**config.mk**
```make
export PLATFORM = sky130hd
export DESIGN_NAME = i2c_target_flat
export DESIGN_NICKNAME = d
export VERILOG_FILES = /design/src/rtl/i2c_pkg.sv /design/src/rtl/i2c_if.sv /design/src/rtl/i2c_sync_edge.sv /design/src/rtl/i2c_target.sv /design/src/flat_wrapper.sv
export SDC_FILE = /design/constraint.sdc
export NUM_CORES = 1
export LEC_CHECK = 0
export CAP_MARGIN = 20
export CELL_PAD_IN_SITES_DETAIL_PLACEMENT = 2
export CELL_PAD_IN_SITES_GLOBAL_PLACEMENT = 2
export CORE_MARGIN = 5
export CORE_UTILIZATION = 35
export DETAILED_ROUTE_END_ITERATION = 8
export GPL_TIMING_DRIVEN = 0
export PLACE_DENSITY = 0.9
export SLEW_MARGIN = 30
export SYNTH_ARGS = -nofsm -noshare
export SYNTH_HDL_FRONTEND = slang
export SYNTH_HIERARCHICAL = 1
export SYNTH_SLANG_ARGS = --single-unit
```
**constraint.sdc**
```tcl
create_clock -name clk -period 3.5 [get_ports clk]
set_input_delay 0.7 -clock clk [delete_from_list [all_inputs] [get_ports clk]]
set_output_delay 0.7 -clock clk [all_outputs]
set_load 0.02 [all_outputs]
```
**src/rtl/i2c_pkg.sv**
```systemverilog
// Shared types and constants for the I2C target.
package i2c_pkg;

    localparam int unsigned BYTE_W    = 8;
    localparam int unsigned ADDR_W    = 7;
    localparam int unsigned BIT_CNT_W = 3;

    localparam logic              I2C_ACK          = 1'b0;
    localparam logic              I2C_NACK         = 1'b1;
    localparam logic [ADDR_W-1:0] DEV_ADDR_DEFAULT = 7'h50;

    typedef enum logic [2:0] {
        IDLE,
        ADDR,
        ADDR_ACK,
        WR_DATA,
        WR_ACK,
        RD_DATA,
        RD_ACK,
        IGNORE
    } state_e;

endpackage

```
**src/rtl/i2c_if.sv**
```systemverilog
// Pin and local-logic signals of the I2C target.
interface i2c_if;
    import i2c_pkg::*;

    logic              scl_in;
    logic              sda_in;
    logic              sda_oe;
    logic [BYTE_W-1:0] rx_data;
    logic              rx_valid;
    logic [BYTE_W-1:0] tx_data;
    logic              tx_ready;
    logic              busy;
    logic              addr_match;

    modport slave (
        input  scl_in, sda_in, tx_data,
        output sda_oe, rx_data, rx_valid, tx_ready, busy, addr_match
    );

    modport master (
        output scl_in, sda_in, tx_data,
        input  sda_oe, rx_data, rx_valid, tx_ready, busy, addr_match
    );

endinterface

```
**src/rtl/i2c_sync_edge.sv**
```systemverilog
// Two-flop synchroniser plus history flop; level is registered, edges derive from it.
module i2c_sync_edge (
    input  logic clk,
    input  logic reset,
    input  logic in_i,
    output logic level_o,
    output logic rise_c,
    output logic fall_c
);

    // [0] first sync stage, [1] synchronised level, [2] previous level
    logic [2:0] sync_q;

    always_ff @(posedge clk) begin
        if (reset) begin
            sync_q <= 3'b111;
        end else begin
            sync_q <= {sync_q[1:0], in_i};
        end
    end

    assign level_o = sync_q[1];
    assign rise_c  = sync_q[1] & ~sync_q[2];
    assign fall_c  = ~sync_q[1] & sync_q[2];

endmodule

```
**src/rtl/i2c_target.sv**
```systemverilog
// Byte-oriented I2C target: address match, ACK generation, write receive and read serialise.
module i2c_target
    import i2c_pkg::*;
#(
    parameter logic [ADDR_W-1:0] DEV_ADDR = DEV_ADDR_DEFAULT
) (
    input  logic clk,
    input  logic reset,
    i2c_if.slave bus
);

    logic scl_lvl, scl_rise, scl_fall;
    logic sda_lvl, sda_rise, sda_fall;
    logic start_c, stop_c;

    i2c_sync_edge u_scl_sync (
        .clk    (clk),
        .reset  (reset),
        .in_i   (bus.scl_in),
        .level_o(scl_lvl),
        .rise_c (scl_rise),
        .fall_c (scl_fall)
    );

    i2c_sync_edge u_sda_sync (
        .clk    (clk),
        .reset  (reset),
        .in_i   (bus.sda_in),
        .level_o(sda_lvl),
        .rise_c (sda_rise),
        .fall_c (sda_fall)
    );

    assign start_c = sda_fall & scl_lvl;
    assign stop_c  = sda_rise & scl_lvl;

    state_e               state_q;
    logic [BIT_CNT_W-1:0] bit_cnt_q;
    logic [BYTE_W-1:0]    shift_q;
    logic                 rw_q;
    logic                 phase_q;
    logic                 sda_oe_q;
    logic [BYTE_W-1:0]    rx_data_q;
    logic                 rx_valid_q;
    logic                 tx_ready_q;
    logic                 busy_q;
    logic                 addr_match_q;

    // phase_q splits each ACK slot into "assert at first fall" and "leave at second fall"
    always_ff @(posedge clk) begin
        if (reset) begin
            state_q      <= IDLE;
            bit_cnt_q    <= '0;
            shift_q      <= '0;
            rw_q         <= 1'b0;
            phase_q      <= 1'b0;
            sda_oe_q     <= 1'b0;
            rx_data_q    <= '0;
            rx_valid_q   <= 1'b0;
            tx_ready_q   <= 1'b0;
            busy_q       <= 1'b0;
            addr_match_q <= 1'b0;
        end else begin
            rx_valid_q <= 1'b0;
            tx_ready_q <= 1'b0;
            if (start_c) begin
                state_q      <= ADDR;
                bit_cnt_q    <= '0;
                phase_q      <= 1'b0;
                sda_oe_q     <= 1'b0;
                addr_match_q <= 1'b0;
                busy_q       <= 1'b1;
            end else if (stop_c) begin
                state_q      <= IDLE;
                bit_cnt_q    <= '0;
                phase_q      <= 1'b0;
                sda_oe_q     <= 1'b0;
                addr_match_q <= 1'b0;
                busy_q       <= 1'b0;
            end else begin
                unique case (state_q)
                    IDLE: begin
                        busy_q <= 1'b0;
                    end
                    ADDR: begin
                        if (scl_rise) begin
                            shift_q   <= {shift_q[BYTE_W-2:0], sda_lvl};
                            bit_cnt_q <= bit_cnt_q + 3'd1;
                            if (bit_cnt_q == 3'd7) begin
                                rw_q    <= sda_lvl;
                                phase_q <= 1'b0;
                                state_q <= (shift_q[ADDR_W-1:0] == DEV_ADDR) ? ADDR_ACK : IGNORE;
                            end
                        end
                    end
                    ADDR_ACK: begin
                        if (scl_fall) begin
                            if (!phase_q) begin
                                sda_oe_q     <= 1'b1;
                                addr_match_q <= 1'b1;
                                phase_q      <= 1'b1;
                            end else begin
                                phase_q <= 1'b0;
                                if (rw_q) begin
                                    tx_ready_q <= 1'b1;
                                    state_q    <= RD_DATA;
                                end else begin
                                    sda_oe_q <= 1'b0;
                                    state_q  <= WR_DATA;
                                end
                            end
                        end
                    end
                    WR_DATA: begin
                        if (scl_rise) begin
                            shift_q   <= {shift_q[BYTE_W-2:0], sda_lvl};
                            bit_cnt_q <= bit_cnt_q + 3'd1;
                            if (bit_cnt_q == 3'd7) begin
                                rx_data_q  <= {shift_q[BYTE_W-2:0], sda_lvl};
                                rx_valid_q <= 1'b1;
                                phase_q    <= 1'b0;
                                state_q    <= WR_ACK;
                            end
                        end
                    end
                    WR_ACK: begin
                        if (scl_fall) begin
                            sda_oe_q <= ~phase_q;
                            phase_q  <= ~phase_q;
                            if (phase_q) begin
                                state_q <= WR_DATA;
                            end
                        end
                    end
                    RD_DATA: begin
                        // tx_data is captured while tx_ready is high; its MSB goes out immediately
                        if (tx_ready_q) begin
                            sda_oe_q  <= ~bus.tx_data[BYTE_W-1];
                            shift_q   <= {bus.tx_data[BYTE_W-2:0], 1'b0};
                            bit_cnt_q <= 3'd1;
                        end else if (scl_fall) begin
                            if (bit_cnt_q == 3'd0) begin
                                sda_oe_q <= 1'b0;
                                state_q  <= RD_ACK;
                            end else begin
                                sda_oe_q  <= ~shift_q[BYTE_W-1];
                                shift_q   <= {shift_q[BYTE_W-2:0], 1'b0};
                                bit_cnt_q <= bit_cnt_q + 3'd1;
                            end
                        end
                    end
                    RD_ACK: begin
                        if (scl_rise && sda_lvl == I2C_NACK) begin
                            state_q <= IGNORE;
                        end else if (scl_fall) begin
                            tx_ready_q <= 1'b1;
                            state_q    <= RD_DATA;
                        end
                    end
                    IGNORE: begin
                        sda_oe_q <= 1'b0;
                    end
                    default: begin
                        state_q <= IDLE;
                    end
                endcase
            end
        end
    end

    assign bus.sda_oe     = sda_oe_q;
    assign bus.rx_data    = rx_data_q;
    assign bus.rx_valid   = rx_valid_q;
    assign bus.tx_ready   = tx_ready_q;
    assign bus.busy       = busy_q;
    assign bus.addr_match = addr_match_q;

endmodule

```
**src/flat_wrapper.sv**
```systemverilog
// flat-port wrapper written by rule: the top's interface ports become plain ports
module i2c_target_flat import i2c_pkg::*;
#(
    parameter logic [ADDR_W-1:0] DEV_ADDR = DEV_ADDR_DEFAULT
)
  (clk, reset, bus_scl_in, bus_sda_in, bus_tx_data, bus_sda_oe, bus_rx_data, bus_rx_valid, bus_tx_ready, bus_busy, bus_addr_match);
  i2c_if bus_i ();
  input  logic clk;
  input  logic reset;
  input wire logic [$bits(bus_i.scl_in)-1:0] bus_scl_in;
  input wire logic [$bits(bus_i.sda_in)-1:0] bus_sda_in;
  input wire logic [$bits(bus_i.tx_data)-1:0] bus_tx_data;
  output wire logic [$bits(bus_i.sda_oe)-1:0] bus_sda_oe;
  output wire logic [$bits(bus_i.rx_data)-1:0] bus_rx_data;
  output wire logic [$bits(bus_i.rx_valid)-1:0] bus_rx_valid;
  output wire logic [$bits(bus_i.tx_ready)-1:0] bus_tx_ready;
  output wire logic [$bits(bus_i.busy)-1:0] bus_busy;
  output wire logic [$bits(bus_i.addr_match)-1:0] bus_addr_match;
  assign bus_i.scl_in = bus_scl_in;
  assign bus_i.sda_in = bus_sda_in;
  assign bus_i.tx_data = bus_tx_data;
  assign bus_sda_oe = bus_i.sda_oe;
  assign bus_rx_data = bus_i.rx_data;
  assign bus_rx_valid = bus_i.rx_valid;
  assign bus_tx_ready = bus_i.tx_ready;
  assign bus_busy = bus_i.busy;
  assign bus_addr_match = bus_i.addr_match;
  i2c_target #(.DEV_ADDR(DEV_ADDR)) u_core (.clk(clk), .reset(reset), .bus(bus_i));
endmodule
```
# --- Word-level counts from Yosys, hierarchy flattened ---
# Cells that the tools add are included.
op_classes:
  n_addsub: 1
  eq_ne: 38
  mux: 51
  n_bitwise: 17
  reduce_logical: 21
op_table:
  columns: ["op", "n"]
  rows:
  - ["3-bit 2-to-1 mux", 19]
  - ["4-bit by 1-bit != test with 1-bit output (second input constant)", 10]
  - ["8-bit 2-to-1 mux", 4]
  - ["13-bit AND reduction", 2]
  - ["2-bit by 1-bit != test with 1-bit output (second input constant)", 12]
  - ["1-bit 2-to-1 mux", 22]
  - ["5-bit AND reduction", 4]
  - ["3-bit case mux with 6 select lines", 1]
  - ["8-bit case mux with 2 select lines", 1]
  - ["3-bit == test (second input constant)", 5]
  - ["1-bit inverter", 11]
  - ["8-bit nonzero test", 1]
  - ["7-bit == test (second input constant)", 1]
  - ["1-bit AND", 6]
  - ["3-bit by 2-bit == test with 1-bit output (second input constant)", 2]
  - ["3-bit logical NOT", 2]
  - ["3-bit by 1-bit != test with 1-bit output (second input constant)", 2]
  - ["3-bit case mux with 2 select lines", 1]
  - ["6-bit AND reduction", 1]
  - ["3-bit nonzero test", 2]
  - ["6-bit nonzero test", 1]
  - ["5-bit by 1-bit != test with 1-bit output (second input constant)", 1]
  - ["5-bit OR reduction", 1]
  - ["4-bit by 2-bit != test with 1-bit output (second input constant)", 1]
  - ["other kinds (15)", 15]
word_totals:
  reg_bits: 35
  input_bits: 12
  output_inout_bits: 13
  elab_cells: 142

# --- Logic depth before layout (Yosys ltp) ---
# Gate-level depths: netlist of run 1.
depth:
  word_depth: 7
  ltp_mapped: 9
  mapped_depth_nobuf: 7

# --- Hierarchy ---
# Netlist of run 1, hierarchy kept.
by_module_without_submodules:
  columns: ["mod", "instances", "cells_per_inst", "area_each_um2"]
  rows:
  - ["i2c_target", 1, 167, 1502.7]
  - ["i2c_sync_edge", 2, 8, 92.6]

# --- Worst setup path after synthesis of run 1 ---
# No wires, ideal clock.
synth_timing:
  path_type: "register to register"
  startpoint: "register u_core.bit_cnt_q[0]"
  endpoint: "register u_core.shift_q[6]"
  arrival_ns: 1.739
  t_required_ns: 3.421
  slack_ns: 1.682
  path_stages_with_launch: 10
  synth_period_minus_slack_ns: 1.818
  cell_sequence: "dfxtp_1 > inv_1 > ha_1 > nor3b_2 > o41ai_4 > and2_1 > buf_4 > buf_6 > nor2_1 > a211oi_2"
synth_between:
  elab_chain_cells: 3
synth_rtl:
  columns: ["item", "line", "rtl"]
  rows:
  - ["from (decl)", "i2c_target.sv:38", "logic [BIT_CNT_W-1:0] bit_cnt_q;"]
  - ["from (signal assigned)", "i2c_target.sv:88", "bit_cnt_q <= bit_cnt_q + 3'd1;"]
  - ["from (signal assigned)", "i2c_target.sv:117", "bit_cnt_q <= bit_cnt_q + 3'd1;"]
  - ["from (signal assigned)", "i2c_target.sv:148", "bit_cnt_q <= bit_cnt_q + 3'd1;"]
  - ["3-bit logical NOT", "i2c_target.sv:142", "if (bit_cnt_q == 3'd0) begin"]
  - ["3-bit by 2-bit != test with 1-bit output (no line)", null, null]
  - ["6-bit AND reduction (no line)", null, null]
  - ["to (signal assigned)", "i2c_target.sv:116", "shift_q <= {shift_q[BYTE_W-2:0], sda_lvl};"]
  - ["to (signal assigned)", "i2c_target.sv:139", "shift_q <= {bus.tx_data[BYTE_W-2:0], 1'b0};"]
  - ["to (signal assigned)", "i2c_target.sv:147", "shift_q <= {shift_q[BYTE_W-2:0], 1'b0};"]
  - ["to (decl)", "i2c_target.sv:39", "logic [BYTE_W-1:0] shift_q;"]
# No other way between the ends.
# A chain may end at the register's enable or synchronous reset.

# --- Final worst setup path of run 1 ---
layout_timing:
  startpoint: "input port reset"
  endpoint: "register u_core.rx_data_q[3], in the netlist u_core/bus.rx_data[3]"
layout_rtl:
  columns: ["item", "line", "rtl"]
  rows:
  - ["from (decl)", "flat_wrapper.sv:9", "input logic reset;"]
  - ["to (signal assigned)", "i2c_target.sv:119", "rx_data_q <= {shift_q[BYTE_W-2:0], sda_lvl};"]
  - ["to (decl)", "i2c_target.sv:43", "logic [BYTE_W-1:0] rx_data_q;"]
# No word-level cell between the ends.

==> run metrics, run 1 <==
Die W between 70 and 80 um; Worst EP arrival between 2 and 2.5 ns; register area share after synthesis 0.4151; htree depth 2; Post-Synthesis Cells ~180; clk sinks 35; routability cong. slightly below 0.8; CTS resizes 0; I/O pins 25; Starting Density 0.3597; row count 25; RSZ-0062 raised after global routing false; CP startpoint kind input pin; Slew headroom 0.6274; CP max stage cell clkdlybuf4s50_1; die height between 70 and 80 um; FF-to-FF Start u_core/u_scl_sync/sync_q[1]; Avg WL per Cell about 17 um; Main synth FF type dfxtp_1; Final HPWL DP 3.368 mm; WHS Endpoint u_core/u_sda_sync/sync_q[1]; CTS tree done; WHS Path Cells 1; Post-CTS Setup Bufs 0; crit-path leading delay family buffers and inverters; register share of total power 0.489; synthesized area around 0.0017 sq mm; YS warnings 6; slowest cell delay on critical path roughly 0.63 ns; final setup fails 0; gr usage total 0.1614; Max Slew Vio Count 0; ANT nets after route 0; Comb pwr share 0.056; total core area between 0.004 and 0.005 sq mm; Synth cell types 47; Worst Setup SP reset; PnR worst setup slack approximately 1.3 ns; full die area approximately 0.0063 sq mm; maxcap violations 0; main area contributors after synthesis dfxtp_1 (42%), mux2i_1 (11%), nor2_1 (7.1%); Layout Nets about 230; pre-CTS WS roughly 0.97 ns; TritonRoute pass-1 iters 4; first-pass GRT wire length a little under 8 mm; Net Sw Power about 180 uW; async set-reset flop share out of synthesis 0; FMAX 458.1 MHz; Worst-Margin Slew approximately 0.55 ns; Final period util 0.6237; final setup TNS 0 ns; via count 1439; CTS clk-pin slew, worst paths around 0.070 ns; drc violations 0; Final min period 2.183 ns; Post-synth EDFFs 0; top cell type's share of synthesized area 0.4151; initial DRC count 65; final hold vios 0; FF+latch count, synth 35; CTS hold repair buffers 0; Leak Pwr about 0.00087 uW; Mapped Nets 198; worst hold path class reg -> reg; Switching Share 0.2115; DRT Wirelength 4.626 mm; number of global-route vias before repair 1606; cell internal pwr approximately 660 uW; total stage count of the critical path 4; worst skew pair latency between 0.2 and 0.3 ns; TritonCTS buffer count 5; root buf cell clkbuf_8; worst path bufs/invs 3; worst hold start u_core/u_sda_sync/sync_q[0]; Area Growth Syn to Fin 25.20%; CP Data Required Time about 3.7 ns; leading area contributor after synthesis dfxtp_1; Setup Skew roughly 0.0027 ns; clock group share of total power 0.455; Post-synth top cells dfxtp_1 (35), nor2_1 (32), mux2i_1 (18); layout cells sized above 1 0.1116; syn avg cell area approximately 9.2 sq um; status completed; antenna cells 0; count leader, synth dfxtp_1; Worst setup EP type flop; crit-path most repeated cell clkbuf_1; vias per inst 5.349; largest net degree at the start of global routing 12; Worst R2R Setup Slack between 1 and 1.5 ns; Worst Reg-to-Reg Cells 6; Setup CP Type in -> reg; port bufs 24; grt ovf 0; worst-case clock buffer depth 2; Worst IR Drop VDD 0.0001823 V; CP cell instances clkdlybuf4s50_1 -> clkbuf_1 -> clkbuf_1 -> nor2_1; Crit Path Max Fanout 10; antenna violations before repair 0; FF-to-FF End u_core/state_q[0]; PD cells slightly below 400 mW/mm^2
[layout by cell type (no fill, tap or decap), types with 2 or more instances in the layout]
master           count
a211oi_1             6
a211oi_2             2
a21o_1               2
a21oi_1              8
a31oi_1              2
and2b_1              2
and3_1               2
buf_2                4
buf_4                2
clkbuf_1             3
clkbuf_8             6
clkdlybuf4s50_1     24
dfxtp_1             35
ha_1                 3
inv_1                6
mux2i_1             18
nand2_1              6
nand2b_1             3
nor2_1              32
nor2b_1              2
nor3_1               6
o21ai_0              5
o311ai_0             2
or2_1                6
or4_1                2
[area by class of cell]
class / count / area (sq um)
Fill cell: 511 / 2579
Multi-Input combinational cell: 131 / 903.4
Sequential cell: 35 / 700.7
Timing Repair Buffer: 24 / 240.2
Clock buffer: 6 / 82.58
Tap cell: 54 / 67.56
Buffer: 11 / 61.31
Clock inverter: 2 / 35.03
Inverter: 6 / 22.52
[state kept, by name, indices dropped and copies added (netlist names)]
register,flops
u_core/bus.rx_data,8
u_core/shift_q,8
u_core/bit_cnt_q,3
u_core/state_q,3
u_core/u_scl_sync/sync_q,3
u_core/u_sda_sync/sync_q,3
u_core/bus.addr_match,1
u_core/bus.busy,1
u_core/bus.rx_valid,1
u_core/bus.sda_oe,1
u_core/bus.tx_ready,1
u_core/phase_q,1
u_core/rw_q,1
[cells by family (layout without fill, tap and decap cells)]
logic type      count (synthesis)  count (layout)  share of synthesized area
compound gates                 36              36                     0.1631
xor+xnor                        1               1                   0.005190
fa+ha+maj                       3               3                    0.02224
buf+inv                        17              49                    0.04966
flops                          35              35                     0.4151
mux                            19              19                     0.1134
simple gates                   72              72                     0.2313
[power by group through the flow]
stage | Sequential (uW) | Combinational (uW) | Clock, uW
global route | 406 | 51.6 | 409
detailed placement | 415 | 46.7 | 0
finish | 406 | 46.6 | 378
CTS | 406 | 47.3 | 391
floorplan | 415 | 23.9 | 0
global placement | 415 | 45.0 | 0
[worst reg2reg max path, cell delays in order, from the launching register on]
cell and delay (ns):
dfxtp_1 0.43, nor2b_1 0.30, nand4b_1 0.26, o221a_1 0.23, nor4_4 0.38, nor2_1 0.10
mux2_1 0.34
[stage by stage]
stage / total power [uW] / util / hold WS, ns / area (sq um) / instances
floorplan: 438.5 / - / 0.3854 / 1688 / 183
global placement: 460.0 / 0.4253 / 0.3878 / 1996 / 261
detailed placement: 462.0 / 0.4253 / 0.4003 / 1996 / 261
CTS: 844.2 / 0.4504 / 0.4178 / 2113 / 269
global route: 866.8 / 0.4504 / 0.4236 / 2113 / 269
finish: 831.1 / 0.4504 / 0.4190 / 2113 / 269
[layer usage]
metal	GRT usage	up-vias	share of wire
li1	-	710	-
met1	0.1871	701	0.45
met2	0.2955	24	0.51
met3	0.03386	4	0.033
met4	0.04639	0	0.0082
met5	0	-	0
[worst max path at each step]
stage	endpoint	slack, ns
after global placement	u_core/bus.rx_valid	1.02
final	u_core/bus.rx_data[3]	1.32
after detailed placement	u_core/bus.rx_data[3]	0.97
after CTS	u_core/bus.rx_data[3]	1.26
after global routing	u_core/bus.rx_data[3]	1.13
after floorplan	u_core/shift_q[6]	1.68
No activity file was read; power rests on OpenSTA's default activity.
==> run 2: changes to the inputs <==
--- a/config.mk
+++ b/config.mk
@@ -9,10 +9,10 @@
 export CELL_PAD_IN_SITES_DETAIL_PLACEMENT = 2
 export CELL_PAD_IN_SITES_GLOBAL_PLACEMENT = 2
 export CORE_MARGIN = 5
-export CORE_UTILIZATION = 35
+export CORE_UTILIZATION = 33
 export DETAILED_ROUTE_END_ITERATION = 8
 export GPL_TIMING_DRIVEN = 0
-export PLACE_DENSITY = 0.9
+export PLACE_DENSITY = 0.86
 export SLEW_MARGIN = 30
 export SYNTH_ARGS = -nofsm -noshare
 export SYNTH_HDL_FRONTEND = slang
==> constraint.sdc (replaced) <==
create_clock -name clk -period 2.25 [get_ports clk]
set_input_delay 0.45 -clock clk [delete_from_list [all_inputs] [get_ports clk]]
set_output_delay 0.45 -clock clk [all_outputs]
set_load 0.02 [all_outputs]
==> run metrics, run 2 (synthesis gave the netlist of run 1 again) <==
total core area just over 0.005 sq mm; Layout Nets 231; status completed; FF-to-FF End u_core/state_q[0]; DRT Wirelength ~4.5 mm; Leak Pwr between 0.0008 and 0.0009 uW; Avg WL per Cell ~16 um; worst-case clock buffer depth 2; Final period util 0.9264; ANT nets after route 0; worst path bufs/invs 0; worst hold start u_core/u_sda_sync/sync_q[0]; largest net degree at the start of global routing 11; TritonCTS buffer count 5; CP max stage cell dfxtp_1; worst hold path class reg -> reg; vias per inst 5.052; Die W between 80 and 90 um; maxcap violations 0; Worst-Margin Slew ~0.53 ns; gr usage total 0.1512; via count approximately 1.5k; CTS clk-pin slew, worst paths approximately 0.070 ns; routability cong. 0.8270; die height between 80 and 90 um; final core utilization 0.4191; most frequent cells in the layout dfxtp_1 (34), nor2_1 (32), clkdlybuf4s50_1 (24); drc violations 0; Starting Density 0.3347; WHS Path Cells 1; I/O pins 25; final setup fails 0; Slew headroom 0.6403; Final HPWL DP around 3.3 mm; Hold Slack approximately 0.41 ns; Max Slew Vio Count 0; FMAX approximately 480 MHz; Worst Reg-to-Reg Cells 6; Area Growth Syn to Fin 25.20%; TritonRoute pass-1 iters 4; first-pass GRT wire length about 7.7 mm; port bufs 24; final hold vios 0; antenna violations before repair 0; pre-CTS WS -0.04550 ns; full die area 0.006645 sq mm; Setup CP Type reg -> reg; Worst EP arrival roughly 2.3 ns; PD cells 540.7 mW/mm^2; row count 26; Worst R2R Setup Slack roughly 0.17 ns; antenna cells 0; CP startpoint kind flop; Worst IR Drop VDD 0.0002730 V; CTS tree done; slowest cell delay on critical path around 0.42 ns; Worst setup EP type flop; CP Data Required Time 2.42 ns; WHS Endpoint u_core/u_sda_sync/sync_q[1]; CP cell instances nor2b_1 -> nand4b_1 -> o221a_1 -> nor4_4 -> nor2_1 -> mux2_1; root buf cell clkbuf_8; number of global-route vias before repair ~1.6k; Crit Path Max Fanout 7; layout cells sized above 1 0.1152; htree depth 2; commonest non-fill, non-tap cell in the layout dfxtp_1; Final min period between 2 and 2.5 ns; clk sinks 35; crit-path leading delay family simple AND/OR/NAND/NOR gates; PnR worst setup slack 0.1657 ns; Setup Skew around 0.0047 ns; worst skew pair latency 0.28 ns; initial DRC count 49; FF-to-FF Start u_core/u_scl_sync/sync_q[1]; grt ovf 0
run 2: changes by cell type in the layout (fill, tap and decap cells not counted), sizes merged:
cell / change
buf: +2
bufinv: -1
clkbuf: +1
run 2: what timing repair did:
item,CTS,global route
hold buffers,0,0
setup endpoints to repair,0,3
buffers inserted,0,2
gates resized for setup,0,1
run 2: power breakdown:
part | leakage [uW] | switching (uW) | internal (uW)
Sequential | 0.000284 | 5.33 | 627
Combinational | 0.000532 | 37.0 | 34.5
Clock | 0.0000422 | 222 | 217
Total | 0.000858 | 264 | 878
run 2: how the worst max path moves through the flow:
stage	startpoint	end	cells past startpoint
after floorplan	u_core/bit_cnt_q[0]	u_core/shift_q[6]	9
after global placement	reset	u_core/bus.rx_valid	4
after detailed placement	reset	u_core/bus.rx_data[0]	4
after CTS	u_core/bit_cnt_q[0]	u_core/shift_q[0]	9
after global routing	u_core/bit_cnt_q[0]	u_core/shift_q[0]	9
final	u_core/u_scl_sync/sync_q[1]	u_core/state_q[0]	6
run 2: layout make-up:
type	instances	area, sq um
multi-input combinational	131	903.4
sequential	35	701.9
clock inverter	1	5.005
timing repair buffer	26	255.2
buffer	11	61.31
fill	551	2929
clock buffer	7	76.32
inverter	6	22.52
tap	70	87.58
run 2: metrics by stage:
step | total power (uW) | area (sq um) | setup TNS [ns] | instances
global route | 1210 | 2113 | -0.01388 | 287
CTS | 1167 | 2097 | 0 | 285
floorplan | 682.2 | 1688 | 0 | 183
finish | 1143 | 2113 | 0 | 287
detailed placement | 718.7 | 2016 | -0.2369 | 277
global placement | 715.9 | 2016 | 0 | 277
run 2: worst reg2reg max path, cell delays in order, from the launching register on:
cell	delay (ns)
dfxtp_1	0.42
nor2b_1	0.27
nand4b_1	0.27
o221a_1	0.23
nor4_4	0.36
nor2_1	0.10
mux2_1	0.31
run 2: metal layers:
layer / track usage / part of all wire
met1: 0.1821 / 0.45
met2: 0.2695 / 0.51
met3: 0.03618 / 0.036
met4: 0.03547 / 0.0060
met5: 0 / 0
==> run 3: changes to the inputs <==
--- a/config.mk
+++ b/config.mk
@@ -5,14 +5,15 @@
 export SDC_FILE = /design/constraint.sdc
 export NUM_CORES = 1
 export LEC_CHECK = 0
+export ABC_AREA = 1
 export CAP_MARGIN = 20
 export CELL_PAD_IN_SITES_DETAIL_PLACEMENT = 2
 export CELL_PAD_IN_SITES_GLOBAL_PLACEMENT = 2
 export CORE_MARGIN = 5
-export CORE_UTILIZATION = 33
+export CORE_UTILIZATION = 29
 export DETAILED_ROUTE_END_ITERATION = 8
 export GPL_TIMING_DRIVEN = 0
-export PLACE_DENSITY = 0.86
+export PLACE_DENSITY = 0.85
 export SLEW_MARGIN = 30
 export SYNTH_ARGS = -nofsm -noshare
 export SYNTH_HDL_FRONTEND = slang
==> run metrics, run 3 <==
via count 1730; most frequent cells in the layout nand2_1 (58), nor2_1 (48), dfxtp_1 (35); PD cells 873.3 mW/mm^2; vias per inst around 4.8; Final period util 0.7988; Leak Pwr between 0.001 and 0.0015 uW; root buf cell clkbuf_8; slowest cell delay on critical path around 0.38 ns; FMAX ~560 MHz; first-pass GRT wire length 9.011 mm; Worst IR Drop VDD approximately 0.00033 V; Worst R2R Setup Slack ~0.45 ns; routability cong. around 0.79; Avg WL per Cell around 14 um; antenna cells 0; drc violations 0; power after layout about 1900 uW; CTS clk-pin slew, worst paths roughly 0.080 ns; port bufs 24; FF+latch count, synth 35; gr usage total 0.1539; die height between 80 and 90 um; crit-path leading delay family simple AND/OR/NAND/NOR gates; worst skew pair latency approximately 0.30 ns; CTS resizes 0; maxcap violations 0; final hold vios 0; Post-synth top cells nand2_1 (58), nor2_1 (48), dfxtp_1 (35); total core area slightly below 0.006 sq mm; Post-synth EDFFs 0; Crit Path Max Fanout 10; CTS tree done; FF-to-FF End u_core/bus.rx_data[6]; number of global-route vias before repair 1843; top cell type's share of synthesized area 0.4061; Synth cell types 24; synthesized area between 0.0015 and 0.002 sq mm; Filler cells a little over 700; Post-Synthesis Cells around 260; count leader, synth nand2_1; layout cells sized above 1 0.09689; Setup Skew between 0.01 and 0.015 ns; worst-case clock buffer depth 2; initial DRC count between 60 and 70; DRT Wirelength between 5 and 6 mm; async set-reset flop share out of synthesis 0; commonest non-fill, non-tap cell in the layout nand2_1; Layout Nets a little over 300; Worst EP arrival 2.03 ns; Setup CP Type reg -> reg; main area contributors after synthesis dfxtp_1 (41%), nand2_1 (13%), nor2_1 (10%); Hold Slack between 0.4 and 0.5 ns; worst hold path class reg -> reg; Die W slightly below 90 um; TritonCTS buffer count 5; worst path bufs/invs 3; full die area around 0.0076 sq mm; RSZ-0062 raised after global routing false; CTS hold repair buffers 0; Final min period roughly 1.8 ns; Slew headroom 0.5811; Area Growth Syn to Fin 26.11%; CP max stage cell dfxtp_1; YS warnings 6; FF-to-FF Start u_core/u_scl_sync/sync_q[1]; I/O pins 25; TritonRoute pass-1 iters 6; crit-path most repeated cell nor2_1; Worst-Margin Slew 0.6260 ns; CP Data Required Time approximately 2.5 ns; Post-CTS Setup Bufs 0; total stage count of the critical path 9; register area share after synthesis 0.4061; Main synth FF type dfxtp_1; ANT nets after route 0; Max Slew Vio Count 0; status completed; leading area contributor after synthesis dfxtp_1; final setup fails 0; Starting Density 0.2949; Worst Reg-to-Reg Cells 9; antenna violations before repair 0; grt ovf 0; Worst Setup SP u_core/u_scl_sync/sync_q[1]; CP cell instances inv_1 -> nor2_1 -> nand2_1 -> nor2_1 -> nand3_2 -> inv_2 -> buf_4 -> o21ai_0 -> a21oi_1; syn avg cell area roughly 6.7 sq um; clk sinks 35; Mapped Nets ~270; largest net degree at the start of global routing 14; Critical Path End u_core/bus.rx_data[6]; htree depth 2; Worst setup EP type flop; Final HPWL DP just over 4 mm; CP startpoint kind flop; final setup TNS 0 ns; row count 28
-- run 3: worst min-delay path, cell delays in order, from the launching register on --
cell	delay (ns)
dfxtp_1	0.31
inv_1	0.03
nand2_1	0.04
-- run 3: cell type report --
class,instances,area (sq um),share of cell area
sequential,35,700.7,0.3220
buffer,5,35.03,0.01610
clock buffer,5,68.82,0.03163
inverter,38,145.1,0.06670
clock inverter,3,47.55,0.02185
timing repair buffer,24,240.2,0.1104
multi-input combinational,179,844.6,0.3882
tap,75,93.84,0.04313
-- run 3: report_power, final --
| part | total (uW) | internal (uW) | switching, uW | leakage, uW |
|---|---|---|---|---|
| Combinational | 587 | 196 | 391 | 0.000705 |
| Clock | 595 | 336 | 259 | 0.0000587 |
| Sequential | 719 | 668 | 50.7 | 0.000284 |
| Total | 1900 | 1200 | 701 | 0.00105 |
-- run 3: worst min-delay path by stage --
stage	startpoint	endpoint	slack (ns)	depth (start not counted)
2_1_floorplan	u_core/u_scl_sync/sync_q[0]	u_core/u_scl_sync/sync_q[1]	0.38	2
3_3_place_gp	u_core/u_sda_sync/sync_q[0]	u_core/u_sda_sync/sync_q[1]	0.38	2
3_5_place_dp	u_core/u_sda_sync/sync_q[0]	u_core/u_sda_sync/sync_q[1]	0.40	2
4_1_cts	u_core/u_sda_sync/sync_q[0]	u_core/u_sda_sync/sync_q[1]	0.42	2
5_1_grt	u_core/u_scl_sync/sync_q[0]	u_core/u_scl_sync/sync_q[1]	0.44	2
6_report	u_core/u_sda_sync/sync_q[0]	u_core/u_sda_sync/sync_q[1]	0.41	2
-- run 3: cells by family after synthesis --
group	share of synthesized area
simple gates	0.3474
flops	0.4061
buf+inv	0.1044
compound gates	0.1204
fa+ha+maj	0.02176
-- run 3: metal layers --
layer  up-vias  wire length (um)  GRT usage
met2        25              2573     0.2629
li1        865                 -          -
met5         -                 0          0
met4         0                53    0.04184
met3         4               194    0.03595
met1       836              2439     0.1933
-- run 3: metrics by stage --
step / setup slack, ns / utilization / std cells / area [sq um]
6_report: 0.4526 / 0.3719 / 364 / 2176
5_1_grt: 0.2769 / 0.3719 / 364 / 2176
4_1_cts: 0.4199 / 0.3719 / 364 / 2176
3_5_place_dp: 0.1927 / 0.3520 / 356 / 2059
3_3_place_gp: 0.2281 / 0.3520 / 356 / 2059
2_1_floorplan: 0.8702 / - / 257 / 1725
